[config.mk]
export PLATFORM = sky130hd
export DESIGN_NAME = mem_port_arbiter_flat
export DESIGN_NICKNAME = d
export VERILOG_FILES = /design/src/rtl/mem_port_arbiter_if.sv /design/src/rtl/mem_port_arbiter.sv /design/src/flat_wrapper.sv
export SDC_FILE = /design/constraint.sdc
export NUM_CORES = 1
export LEC_CHECK = 0
export ABC_AREA = 1
export CAP_MARGIN = 0
export CORE_ASPECT_RATIO = 0.75
export CORE_MARGIN = 2
export CORE_UTILIZATION = 39
export CTS_BUF_LIST = sky130_fd_sc_hd__clkbuf_4 sky130_fd_sc_hd__clkbuf_8
export DETAILED_ROUTE_END_ITERATION = 16
export PLACE_DENSITY = 0.77
export SETUP_SLACK_MARGIN = 0.2
export SYNTH_ARGS = -nofsm -noshare
export SYNTH_HDL_FRONTEND = slang
export SYNTH_SLANG_ARGS = --single-unit
[constraint.sdc]
create_clock -name clk -period 1.3 [get_ports clk]
set_clock_uncertainty 0.15 [all_clocks]
set_input_delay 0.26 -clock clk [delete_from_list [all_inputs] [get_ports clk]]
set_output_delay 0.26 -clock clk [all_outputs]
set_load 0.01 [all_outputs]
[src/rtl/mem_port_arbiter_if.sv]
// Bundle of every signal between the core's I/D request ports, the shared memory port and the arbiter.
// Modports: slave = the arbiter; master = the core plus memory side that drives requests and the memory response.
// Parameters: ADDR_W/DATA_W must match the mem_port_arbiter instance that uses this bundle.
interface mem_port_arbiter_if #(
    parameter int ADDR_W = 32,
    parameter int DATA_W = 32
);
    // Instruction-fetch side
    logic              i_req;
    logic [ADDR_W-1:0] i_addr;
    logic [DATA_W-1:0] i_rdata;
    logic              i_ack;

    // Load/store side
    logic              d_req;
    logic              d_rd_wr;
    logic [ADDR_W-1:0] d_addr;
    logic [DATA_W-1:0] d_wdata;
    logic [1:0]        d_size;
    logic [DATA_W-1:0] d_rdata;
    logic              d_ack;
    logic              d_err;

    // Shared memory port
    logic [ADDR_W-1:0] mem_addr;
    logic [DATA_W-1:0] mem_wdata;
    logic [1:0]        mem_size;
    logic              mem_rd_wr;
    logic              mem_enable;
    logic [DATA_W-1:0] mem_rdata;
    logic              mem_busy;

    modport slave (
        input  i_req, i_addr,
        input  d_req, d_rd_wr, d_addr, d_wdata, d_size,
        input  mem_rdata, mem_busy,
        output i_rdata, i_ack,
        output d_rdata, d_ack, d_err,
        output mem_addr, mem_wdata, mem_size, mem_rd_wr, mem_enable
    );

    modport master (
        output i_req, i_addr,
        output d_req, d_rd_wr, d_addr, d_wdata, d_size,
        output mem_rdata, mem_busy,
        input  i_rdata, i_ack,
        input  d_rdata, d_ack, d_err,
        input  mem_addr, mem_wdata, mem_size, mem_rd_wr, mem_enable
    );
endinterface

[src/rtl/mem_port_arbiter.sv]
// Shares one memory port between the I-fetch and D load/store sides, one transaction at a time.
// D has priority, but after STARVE_MAX consecutive D grants with i_req pending, I is forced.
// Ports: clk, reset (sync, active-high), bus (mem_port_arbiter_if.slave: I/D requests and memory port).
// Latency: request seen in IDLE -> mem_enable next cycle -> ack one cycle later plus one per mem_busy cycle.
// Backpressure: requesters hold req/fields until their one-cycle ack; mem_busy stretches the BUSY phase.
// Optional macro ARB_ALIGN_CHECK_EN: misaligned D requests are answered with d_ack+d_err without touching memory.
module mem_port_arbiter #(
    parameter int ADDR_W     = 32,
    parameter int DATA_W     = 32,
    parameter int STARVE_MAX = 4
) (
    input  logic              clk,
    input  logic              reset,
    mem_port_arbiter_if.slave bus
);
    // Size encoding: 0 = byte, 1 = half, 2 = word.
    localparam logic [1:0] SZ_WORD = 2'd2;
    localparam int         CNT_W   = $clog2(STARVE_MAX + 1);
    localparam logic [CNT_W-1:0] CNT_MAX = CNT_W'(STARVE_MAX);

    typedef enum logic [1:0] {
        S_IDLE = 2'd0,
        S_BUSY = 2'd1,
        S_DONE = 2'd2
    } state_t;

    state_t state_q, state_d;

    logic [ADDR_W-1:0] mem_addr_q,   mem_addr_d;
    logic [DATA_W-1:0] mem_wdata_q,  mem_wdata_d;
    logic [1:0]        mem_size_q,   mem_size_d;
    logic              mem_rd_wr_q,  mem_rd_wr_d;
    logic              mem_enable_q, mem_enable_d;
    logic [DATA_W-1:0] i_rdata_q,    i_rdata_d;
    logic [DATA_W-1:0] d_rdata_q,    d_rdata_d;
    logic              i_ack_q,      i_ack_d;
    logic              d_ack_q,      d_ack_d;
    logic              d_err_q,      d_err_d;
    logic              win_d_q,      win_d_d;   // 1 = current transaction belongs to D
    logic [CNT_W-1:0]  cnt_q,        cnt_d;     // consecutive D grants while I waited

    logic any_req;
    logic grant_d;
    logic d_misaligned;

    assign any_req = bus.i_req | bus.d_req;
    // D wins unless I has already been passed over STARVE_MAX times in a row.
    assign grant_d = bus.d_req && ((cnt_q < CNT_MAX) || !bus.i_req);

`ifdef ARB_ALIGN_CHECK_EN
    localparam logic [1:0] SZ_HALF = 2'd1;
    assign d_misaligned = ((bus.d_size == SZ_WORD) && (bus.d_addr[1:0] != 2'b00)) ||
                          ((bus.d_size == SZ_HALF) && bus.d_addr[0]);
`else
    assign d_misaligned = 1'b0;
`endif

    // State register
    always_ff @(posedge clk) begin
        if (reset) begin
            state_q <= S_IDLE;
        end else begin
            state_q <= state_d;
        end
    end

    // Next-state logic
    always_comb begin
        state_d = state_q;
        case (state_q)
            S_IDLE: begin
                if (any_req) begin
                    // A misaligned D request never reaches memory: answer straight away.
                    state_d = (grant_d && d_misaligned) ? S_DONE : S_BUSY;
                end
            end
            S_BUSY: begin
                if (!bus.mem_busy) begin
                    state_d = S_DONE;
                end
            end
            S_DONE:  state_d = S_IDLE;
            default: state_d = S_IDLE;
        endcase
    end

    // Output / datapath next-state logic
    always_comb begin
        mem_addr_d   = mem_addr_q;
        mem_wdata_d  = mem_wdata_q;
        mem_size_d   = mem_size_q;
        mem_rd_wr_d  = mem_rd_wr_q;
        mem_enable_d = mem_enable_q;
        i_rdata_d    = i_rdata_q;
        d_rdata_d    = d_rdata_q;
        win_d_d      = win_d_q;
        cnt_d        = cnt_q;
        i_ack_d      = 1'b0;
        d_ack_d      = 1'b0;
        d_err_d      = 1'b0;
        case (state_q)
            S_IDLE: begin
                if (!bus.i_req) begin
                    cnt_d = '0;
                end
                if (grant_d) begin
                    win_d_d = 1'b1;
                    if (bus.i_req && (cnt_q != CNT_MAX)) begin
                        cnt_d = cnt_q + 1'b1;
                    end
                    if (d_misaligned) begin
                        d_ack_d = 1'b1;
                        d_err_d = 1'b1;
                    end else begin
                        mem_addr_d   = bus.d_addr;
                        mem_wdata_d  = bus.d_wdata;
                        mem_size_d   = bus.d_size;
                        mem_rd_wr_d  = bus.d_rd_wr;
                        mem_enable_d = 1'b1;
                    end
                end else if (bus.i_req) begin
                    win_d_d      = 1'b0;
                    cnt_d        = '0;
                    mem_addr_d   = bus.i_addr;
                    mem_size_d   = SZ_WORD;
                    mem_rd_wr_d  = 1'b1;
                    mem_enable_d = 1'b1;
                end
            end
            S_BUSY: begin
                if (!bus.mem_busy) begin
                    mem_enable_d = 1'b0;
                    if (win_d_q) begin
                        d_ack_d = 1'b1;
                        // Stores leave the load-data register untouched.
                        if (mem_rd_wr_q) begin
                            d_rdata_d = bus.mem_rdata;
                        end
                    end else begin
                        i_ack_d   = 1'b1;
                        i_rdata_d = bus.mem_rdata;
                    end
                end
            end
            default: ;
        endcase
    end

    // Datapath registers
    always_ff @(posedge clk) begin
        if (reset) begin
            mem_addr_q   <= '0;
            mem_wdata_q  <= '0;
            mem_size_q   <= '0;
            mem_rd_wr_q  <= 1'b1;
            mem_enable_q <= 1'b0;
            i_rdata_q    <= '0;
            d_rdata_q    <= '0;
            i_ack_q      <= 1'b0;
            d_ack_q      <= 1'b0;
            d_err_q      <= 1'b0;
            win_d_q      <= 1'b0;
            cnt_q        <= '0;
        end else begin
            mem_addr_q   <= mem_addr_d;
            mem_wdata_q  <= mem_wdata_d;
            mem_size_q   <= mem_size_d;
            mem_rd_wr_q  <= mem_rd_wr_d;
            mem_enable_q <= mem_enable_d;
            i_rdata_q    <= i_rdata_d;
            d_rdata_q    <= d_rdata_d;
            i_ack_q      <= i_ack_d;
            d_ack_q      <= d_ack_d;
            d_err_q      <= d_err_d;
            win_d_q      <= win_d_d;
            cnt_q        <= cnt_d;
        end
    end

    assign bus.mem_addr   = mem_addr_q;
    assign bus.mem_wdata  = mem_wdata_q;
    assign bus.mem_size   = mem_size_q;
    assign bus.mem_rd_wr  = mem_rd_wr_q;
    assign bus.mem_enable = mem_enable_q;
    assign bus.i_rdata    = i_rdata_q;
    assign bus.d_rdata    = d_rdata_q;
    assign bus.i_ack      = i_ack_q;
    assign bus.d_ack      = d_ack_q;
    assign bus.d_err      = d_err_q;
endmodule

[src/flat_wrapper.sv]
// flat-port wrapper written by rule: the top's interface ports become plain ports
module mem_port_arbiter_flat 
#(
    parameter int ADDR_W     = 32,
    parameter int DATA_W     = 32,
    parameter int STARVE_MAX = 4
)
  (clk, reset, bus_i_req, bus_i_addr, bus_d_req, bus_d_rd_wr, bus_d_addr, bus_d_wdata, bus_d_size, bus_mem_rdata, bus_mem_busy, bus_i_rdata, bus_i_ack, bus_d_rdata, bus_d_ack, bus_d_err, bus_mem_addr, bus_mem_wdata, bus_mem_size, bus_mem_rd_wr, bus_mem_enable);
  mem_port_arbiter_if #(.ADDR_W(ADDR_W), .DATA_W(DATA_W)) bus_i ();
  input  logic clk;
  input  logic reset;
  input wire logic [$bits(bus_i.i_req)-1:0] bus_i_req;
  input wire logic [$bits(bus_i.i_addr)-1:0] bus_i_addr;
  input wire logic [$bits(bus_i.d_req)-1:0] bus_d_req;
  input wire logic [$bits(bus_i.d_rd_wr)-1:0] bus_d_rd_wr;
  input wire logic [$bits(bus_i.d_addr)-1:0] bus_d_addr;
  input wire logic [$bits(bus_i.d_wdata)-1:0] bus_d_wdata;
  input wire logic [$bits(bus_i.d_size)-1:0] bus_d_size;
  input wire logic [$bits(bus_i.mem_rdata)-1:0] bus_mem_rdata;
  input wire logic [$bits(bus_i.mem_busy)-1:0] bus_mem_busy;
  output wire logic [$bits(bus_i.i_rdata)-1:0] bus_i_rdata;
  output wire logic [$bits(bus_i.i_ack)-1:0] bus_i_ack;
  output wire logic [$bits(bus_i.d_rdata)-1:0] bus_d_rdata;
  output wire logic [$bits(bus_i.d_ack)-1:0] bus_d_ack;
  output wire logic [$bits(bus_i.d_err)-1:0] bus_d_err;
  output wire logic [$bits(bus_i.mem_addr)-1:0] bus_mem_addr;
  output wire logic [$bits(bus_i.mem_wdata)-1:0] bus_mem_wdata;
  output wire logic [$bits(bus_i.mem_size)-1:0] bus_mem_size;
  output wire logic [$bits(bus_i.mem_rd_wr)-1:0] bus_mem_rd_wr;
  output wire logic [$bits(bus_i.mem_enable)-1:0] bus_mem_enable;
  assign bus_i.i_req = bus_i_req;
  assign bus_i.i_addr = bus_i_addr;
  assign bus_i.d_req = bus_d_req;
  assign bus_i.d_rd_wr = bus_d_rd_wr;
  assign bus_i.d_addr = bus_d_addr;
  assign bus_i.d_wdata = bus_d_wdata;
  assign bus_i.d_size = bus_d_size;
  assign bus_i.mem_rdata = bus_mem_rdata;
  assign bus_i.mem_busy = bus_mem_busy;
  assign bus_i_rdata = bus_i.i_rdata;
  assign bus_i_ack = bus_i.i_ack;
  assign bus_d_rdata = bus_i.d_rdata;
  assign bus_d_ack = bus_i.d_ack;
  assign bus_d_err = bus_i.d_err;
  assign bus_mem_addr = bus_i.mem_addr;
  assign bus_mem_wdata = bus_i.mem_wdata;
  assign bus_mem_size = bus_i.mem_size;
  assign bus_mem_rd_wr = bus_i.mem_rd_wr;
  assign bus_mem_enable = bus_i.mem_enable;
  mem_port_arbiter #(.ADDR_W(ADDR_W), .DATA_W(DATA_W), .STARVE_MAX(STARVE_MAX)) u_core (.clk(clk), .reset(reset), .bus(bus_i));
endmodule
==> metrics.yaml, run 1 <==
run_status:
  outcome: "finished with violations"
  violations: "negative setup slack"
timing:
  grt_setup_unrepaired: "true"
  setup_viol: 179
  slew_violations: 0
  tns_ps: -16250
  layout_setup_ws_ps: -229.3
  hold_viol: 0
  fin_crit_ps: 1529
  fmax_mhz: 653.9
  period_share_pct: 117.6
cts:
  cts_root_buffer: "clkbuf_8"
  cts_tree: "yes"
  clkLatencyLatePin_ps: 440
  cts_buffers: 17
  htree_levels: 4
  cts.clk_slew.worst_paths_ps: 80
  clk_path_buf_depth: 2
  cts.sinks: 140
drt:
  drc_errors: 0
  ant_nets: 0
  drtPass1Iterations: 4
  viasPerCell: 4.362
  routed_wl_mm: 17.38
  post_drt_wl_per_cell_um: 12.19
  vias: 6220
  drt-initial-drc-count: 243
floorplan:
  num_rows: 39
  initial_core_util_pct: 39.59
  core_area_um2: 15130
  die_h_um: 111.3
  ios: 271
  dieArea_um2: 16370
  die_w_um: 147.1
synth:
  synth_nets: 1061
  syn_area_um2: 5988
  synth_cell_types: 23
  synth_cells: 923
  yosys_warnings: 0
  seq_area_frac_synth_pct: 46.80
  synth-seq-cells: 140
  avgSynthCellArea_um2: 6.488
worst_hold_path:
  holdPathEnd: "u_core.bus.mem_size[0]"
  hp-class: "primary input to flop"
  whs_path_depth: 3
  hp-start: "bus_d_size[0]"
cells_and_area:
  final_net_count: 1347
  fin_cells: 1426
  final_cell_mix: "nor2_1, nand2_1, buf_6, dfxtp_2, clkdlybuf4s50_1"
  area_delta_synth_final_pct: 68.01
  final_common_cell: "nor2_1"
  drive_gt1_share_pct: 31.45
  final_cell_area_um2: 10060
  diodes: 0
worst_setup_path:
  crit_family: "simple AND/OR/NAND/NOR gates"
  cp.buffers_inverters: 4
  critPathCaptureType: "flop"
  cp.required_ps: 1500
  cp_cell_sequence: "buf_6 > inv_4 > nor2_4 > nand2_4 > nor2_8 > buf_12 > clkbuf_16 > nand2_2 > nand2_1 > nor2_1"
  slowest_delay_ps: 350
  rr_startpoint: "u_core.state_q[0]"
  criticalPathCategory: "flop to flop"
  crit_fanout: 7
  r2r_end: "u_core.bus.i_rdata[19]"
  rrSetupSlack_ps: -230
  r2r.worst_path.cells: 10
  worst-path-stages: 10
  arrival_ps: 1730
  worst_path_max_delay_cell: "dfxtp_2"
  start_kind: "flop"
grt:
  grt_max_degree: 54
  grt_pass1_vias: 5704
  grt_overflow: 0
  antenna_found_initial: 0
  track_usage_pct: 20.75
  grt_pass1_wl_mm: 27.25
power:
  ir_drop_uv: 693.4
  leakagePower_nw: 4.870
  p_per_area_nw_per_um2: 1101
flow_run:
  maxCapViolations: 0
place:
  io_buffers: 269
  dp_hpwl_mm: 12.41
  placed_cell_area_um2: 9128
  post-place-cells: 1386
  gp_congestion: 0.8539
[cells by family after synthesis]
family / synth area share (%)
adder cells (fa/ha/maj): 0.4178
other: 0.06262
flip-flops: 46.80
AO/OA/AOI/OAI: 3.343
buffers and inverters: 11.60
AND/OR/NAND/NOR: 37.78
[per-stage QoR]
stage	hold WS [ps]	power [mW]	worst slack (ps)	util, %
floorplan	249.5	6.022	-3.968	-
global placement	302.2	7.372	-457.3	60.34
detailed placement	309.5	7.408	-491.9	60.34
CTS	188.4	11.11	-193.1	65.28
global route	223.6	11.69	-305.7	66.51
finish	232.7	11.08	-229.3	66.51
[tightest hold or removal path: stages]
cell	delay, ps
clkdlybuf4s50_1	410
nand2_1	70
a21oi_1	50
[cells in the mapped netlist]
cell	n	area, µm²
dfxtp_1	140	2803
nor3b_1	1	7.510
nand3_2	1	10.01
a21oi_1	5	25.02
nand2_2	1	6.260
buf_6	6	67.56
nor2_1	296	1111
nor2_2	2	12.51
conb_1	1	3.750
nand3_1	3	15.01
buf_2	24	120.1
ha_1	2	25.02
inv_1	104	390.4
o21ai_1	4	20.02
clkbuf_1	8	30.03
nand2_4	1	11.26
nor2_8	2	40.04
nor3_1	2	10.01
o21ai_0	31	155.2
inv_2	3	11.26
nand4_1	1	6.260
buf_4	10	75.07
nand2_1	275	1032
[flip-flops by register name (all words and copies together) (netlist names)]
name / cells
u_core.bus.mem_size: 2
u_core.bus.i_rdata: 32
u_core.bus.mem_addr: 32
u_core.bus.d_ack: 1
u_core.bus.mem_wdata: 32
u_core.win_d_q: 1
u_core.bus.i_ack: 1
u_core.bus.mem_rd_wr: 1
u_core.cnt_q: 3
u_core.state_q: 2
u_core.bus.mem_enable: 1
u_core.bus.d_rdata: 32
[how the worst max path moves through the flow]
stage                     slack (ps)                      end               from
final                           -230   u_core.bus.i_rdata[19]  u_core.state_q[0]
after floorplan                   -4   u_core.bus.mem_size[1]  u_core.state_q[0]
after global placement          -460  u_core.bus.mem_addr[16]          bus_d_req
after global routing            -310   u_core.bus.i_rdata[30]  u_core.state_q[0]
after detailed placement        -490  u_core.bus.mem_addr[12]          bus_d_req
after CTS                       -190    u_core.bus.d_rdata[0]  u_core.state_q[0]
[where the power goes]
group,total (mW),internal [mW],switching [mW]
combinational,2.65,1.48,1.18
sequential,4.91,4.68,0.233
clock,3.51,1.76,1.75
total,11.1,7.91,3.16
[repair_timing]
item / 4_1_cts / 5_1_grt
endpoints found under the setup margin: 274 / 274
pin swaps: 0 / 5
hold buffers: 0 / 0
gates cloned: 0 / 3
buffers inserted: 2 / 4
resized for setup: 803 / 33
[layout make-up]
class	count	area [µm²]
Inverter	107	406.6
Sequential cell	140	2979
Clock inverter	13	145.1
Tap cell	205	256.5
Clock buffer	18	247.7
Multi-Input combinational cell	628	2582
Timing Repair Buffer	315	3443
Fill cell	1249	5066
[routing by layer]
| metal | global-route usage (%) | share of wire [%] | vias to the layer above | wire length, µm |
|---|---|---|---|---|
| met5 | 0 | 0 | - | 0 |
| met4 | 6.026 | 1.3 | 0 | 220 |
| met3 | 8.642 | 9.2 | 21 | 1602 |
| met2 | 34.33 | 46 | 222 | 8075 |
| met1 | 24.81 | 43 | 2709 | 7481 |
| li1 | - | - | 3268 | - |
(Power assumes the default switching activity.)
==> run 2, diff against run 1 <==
--- a/config.mk
+++ b/config.mk
@@ -6,6 +6,7 @@
 export NUM_CORES = 1
 export LEC_CHECK = 0
 export ABC_AREA = 1
+export ABC_CLOCK_PERIOD_IN_PS = 1300
 export CAP_MARGIN = 0
 export CORE_ASPECT_RATIO = 0.75
 export CORE_MARGIN = 2
@@ -17,3 +18,4 @@
 export SYNTH_ARGS = -nofsm -noshare
 export SYNTH_HDL_FRONTEND = slang
 export SYNTH_SLANG_ARGS = --single-unit
+export TNS_END_PERCENT = 30
==> run 2 against run 1 <==
  * The flow still finishes with violations (negative setup slack)
  * Critical path depth down 2
  * Via count grew 2.0%
  * Count of clock-buffer cells in the layout rose by 1
  * Maximum frequency increased by 2.1%
  * Final area grew 4.1%
  * Sequential power about the same
  * Routed wire length grew 8.0%
  * Register-to-register slack better by 30 ps
  * Critical path type unchanged
  * Largest cell class unchanged
  * Largest power group unchanged
  * Highest routed layer unchanged
==> metrics.yaml, run 2 (synthesized netlist as in run 1, its figures left out) <==
cells_and_area:
  diodes: 0  # unchanged
  final_cell_mix: "nor2_1, nand2_1, buf_6, dfxtp_2, clkdlybuf4s50_1"  # unchanged
  final_net_count: 1351  # was 1,347
  final_common_cell: "nor2_1"  # unchanged
  post-route-util_pct: 69.26  # was 66.51%
  final_cell_area_um2: 10480  # was 10,060 µm²
  area_delta_synth_final_pct: 74.97  # was 68.01%
  drive_gt1_share_pct: 35.76  # was 31.45%
floorplan:
  die_w_um: 147.1  # unchanged
  die_h_um: 111.3  # unchanged
  dieArea_um2: 16370  # unchanged
  initial_core_util_pct: 39.59  # unchanged
  num_rows: 39  # unchanged
  core_area_um2: 15130  # unchanged
  ios: 271  # unchanged
timing:
  layout_setup_ws_ps: -197.4  # was -229.3 ps
  hold_viol: 0  # unchanged
  slew_violations: 0  # unchanged
  setup_viol: 153  # was 179
  grt_setup_unrepaired: "true"  # unchanged
  fin_crit_ps: 1497  # was 1529 ps
  fmax_mhz: 667.8  # was 653.9 MHz
  tns_ps: -13080  # was -16,250 ps
  period_share_pct: 115.2  # was 117.6%
drt:
  post_drt_wl_per_cell_um: 13.13  # was 12.19 µm
  ant_nets: 0  # unchanged
  vias: 6345  # was 6,220
  viasPerCell: 4.437  # was 4.362
  routed_wl_mm: 18.78  # was 17.38 mm
  drt-initial-drc-count: 290  # was 243
  drtPass1Iterations: 4  # unchanged
  drc_errors: 0  # unchanged
cts:
  clk_path_buf_depth: 2  # unchanged
  cts_buffers: 17  # unchanged
  clkLatencyLatePin_ps: 450  # was 440 ps
  cts.sinks: 140  # unchanged
  htree_levels: 4  # unchanged
  cts.clk_slew.worst_paths_ps: 70  # was 80 ps
  cts_root_buffer: "clkbuf_8"  # unchanged
  cts_tree: "yes"  # unchanged
worst_setup_path:
  slowest_delay_ps: 370  # was 350 ps
  criticalPathCategory: "flop to flop"  # unchanged
  critPathCaptureType: "flop"  # unchanged
  crit_fanout: 8  # was 7
  arrival_ps: 1690  # was 1730 ps
  path_common_cell: "nor2_4"
  cp_cell_sequence: "nor2_4 > buf_6 > o21ai_4 > clkinv_4 > buf_12 > nand2_4 > nor2_4 > nor2_2"  # was buf_6 > inv_4 > nor2_4 > nand2_4 > nor2_8 > buf_12 > clkbuf_16 > nand2_2 > nand2_1 > nor2_1
  start_kind: "flop"  # unchanged
  cp.required_ps: 1490  # was 1500 ps
  worst_path_max_delay_cell: "dfxtp_4"  # was dfxtp_2
power:
  p_per_area_nw_per_um2: 1092  # was 1101 nW/µm²
  ir_drop_uv: 588.2  # was 693.4 µV
  leakagePower_nw: 4.998  # was 4.870 nW
  totalPowerFinal_mw: 11.44  # was 11.08 mW
place:
  pre_cts_ws_ps: -504.4  # was -491.9 ps
  io_buffers: 269  # unchanged
  dp_hpwl_mm: 12.56  # was 12.41 mm
  gp_congestion: 0.8325  # was 0.8539
  placed_cell_area_um2: 9116  # was 9128 µm²
run_status:
  outcome: "finished with violations"  # unchanged
  violations: "negative setup slack"  # unchanged
flow_run:
  maxCapViolations: 0  # unchanged
grt:
  grt_overflow: 0  # unchanged
  grt_pass1_wl_mm: 27.12  # was 27.25 mm
  grt_max_degree: 50  # was 54
  track_usage_pct: 20.77  # was 20.75%
  grt_pass1_vias: 5603  # was 5,704
  antenna_found_initial: 0  # unchanged
worst_hold_path:
  hp-class: "primary input to flop"  # unchanged
[run 2: report_power, final]
part	internal [mW]	total, mW	switching, mW
registers	4.68	4.92	0.235
logic	1.57	2.90	1.33
clock network	1.94	3.62	1.67
[run 2: layer usage]
layer | track usage [%] | up-vias | part of all wire, %
met5 | 0 | - | 0
met4 | 6.795 | 0 | 1.6
met3 | 7.449 | 29 | 7.4
met2 | 35.33 | 229 | 49
met1 | 24.49 | 2814 | 42
li1 | - | 3273 | -
[run 2: stage by stage]
stage	hold WS [ps]	std cells
2_1_floorplan	249.5	923
3_3_place_gp	303.1	1387
3_5_place_dp	311.9	1387
4_1_cts	184.0	1418
5_1_grt	182.8	1430
6_report	211.0	1430
[run 2: final cells by class]
type / count / area, µm²
flip-flops and latches: 140 / 2975
repair buffers: 319 / 3541
well taps: 205 / 256.5
clock inverters: 12 / 146.4
clock buffers: 19 / 255.2
inverters: 107 / 414.1
fillers: 1229 / 4649
multi-input cells: 628 / 2889
[run 2: final timing paths]
kind,startpoint,endpoint,slack (ps),cells past startpoint
worst min-delay path,bus_d_size[0],u_core.bus.mem_size[0],210,3
worst min register to register,u_core.bus.mem_size[0],u_core.bus.mem_size[0],330,2
worst max register to register,u_core.state_q[0],u_core.bus.mem_addr[26],-200,8
worst max-delay path,u_core.state_q[0],u_core.bus.mem_addr[26],-200,8
[run 2: repair_timing]
| action | 4_1_cts | 5_1_grt |
|---|---|---|
| gates cloned | 0 | 8 |
| gates resized for setup | 811 | 149 |
| hold buffers | 0 | 0 |
| buffers inserted | 0 | 4 |
| setup endpoints to repair | 273 | 274 |
| pin swaps | 0 | 51 |
[run 2: worst max-delay path: cells and delay by family (launching register included)]
kind,cells,cell delay [ps]
compound gates,1,70
buf+inv,3,390
simple gates,4,400
flops,1,370
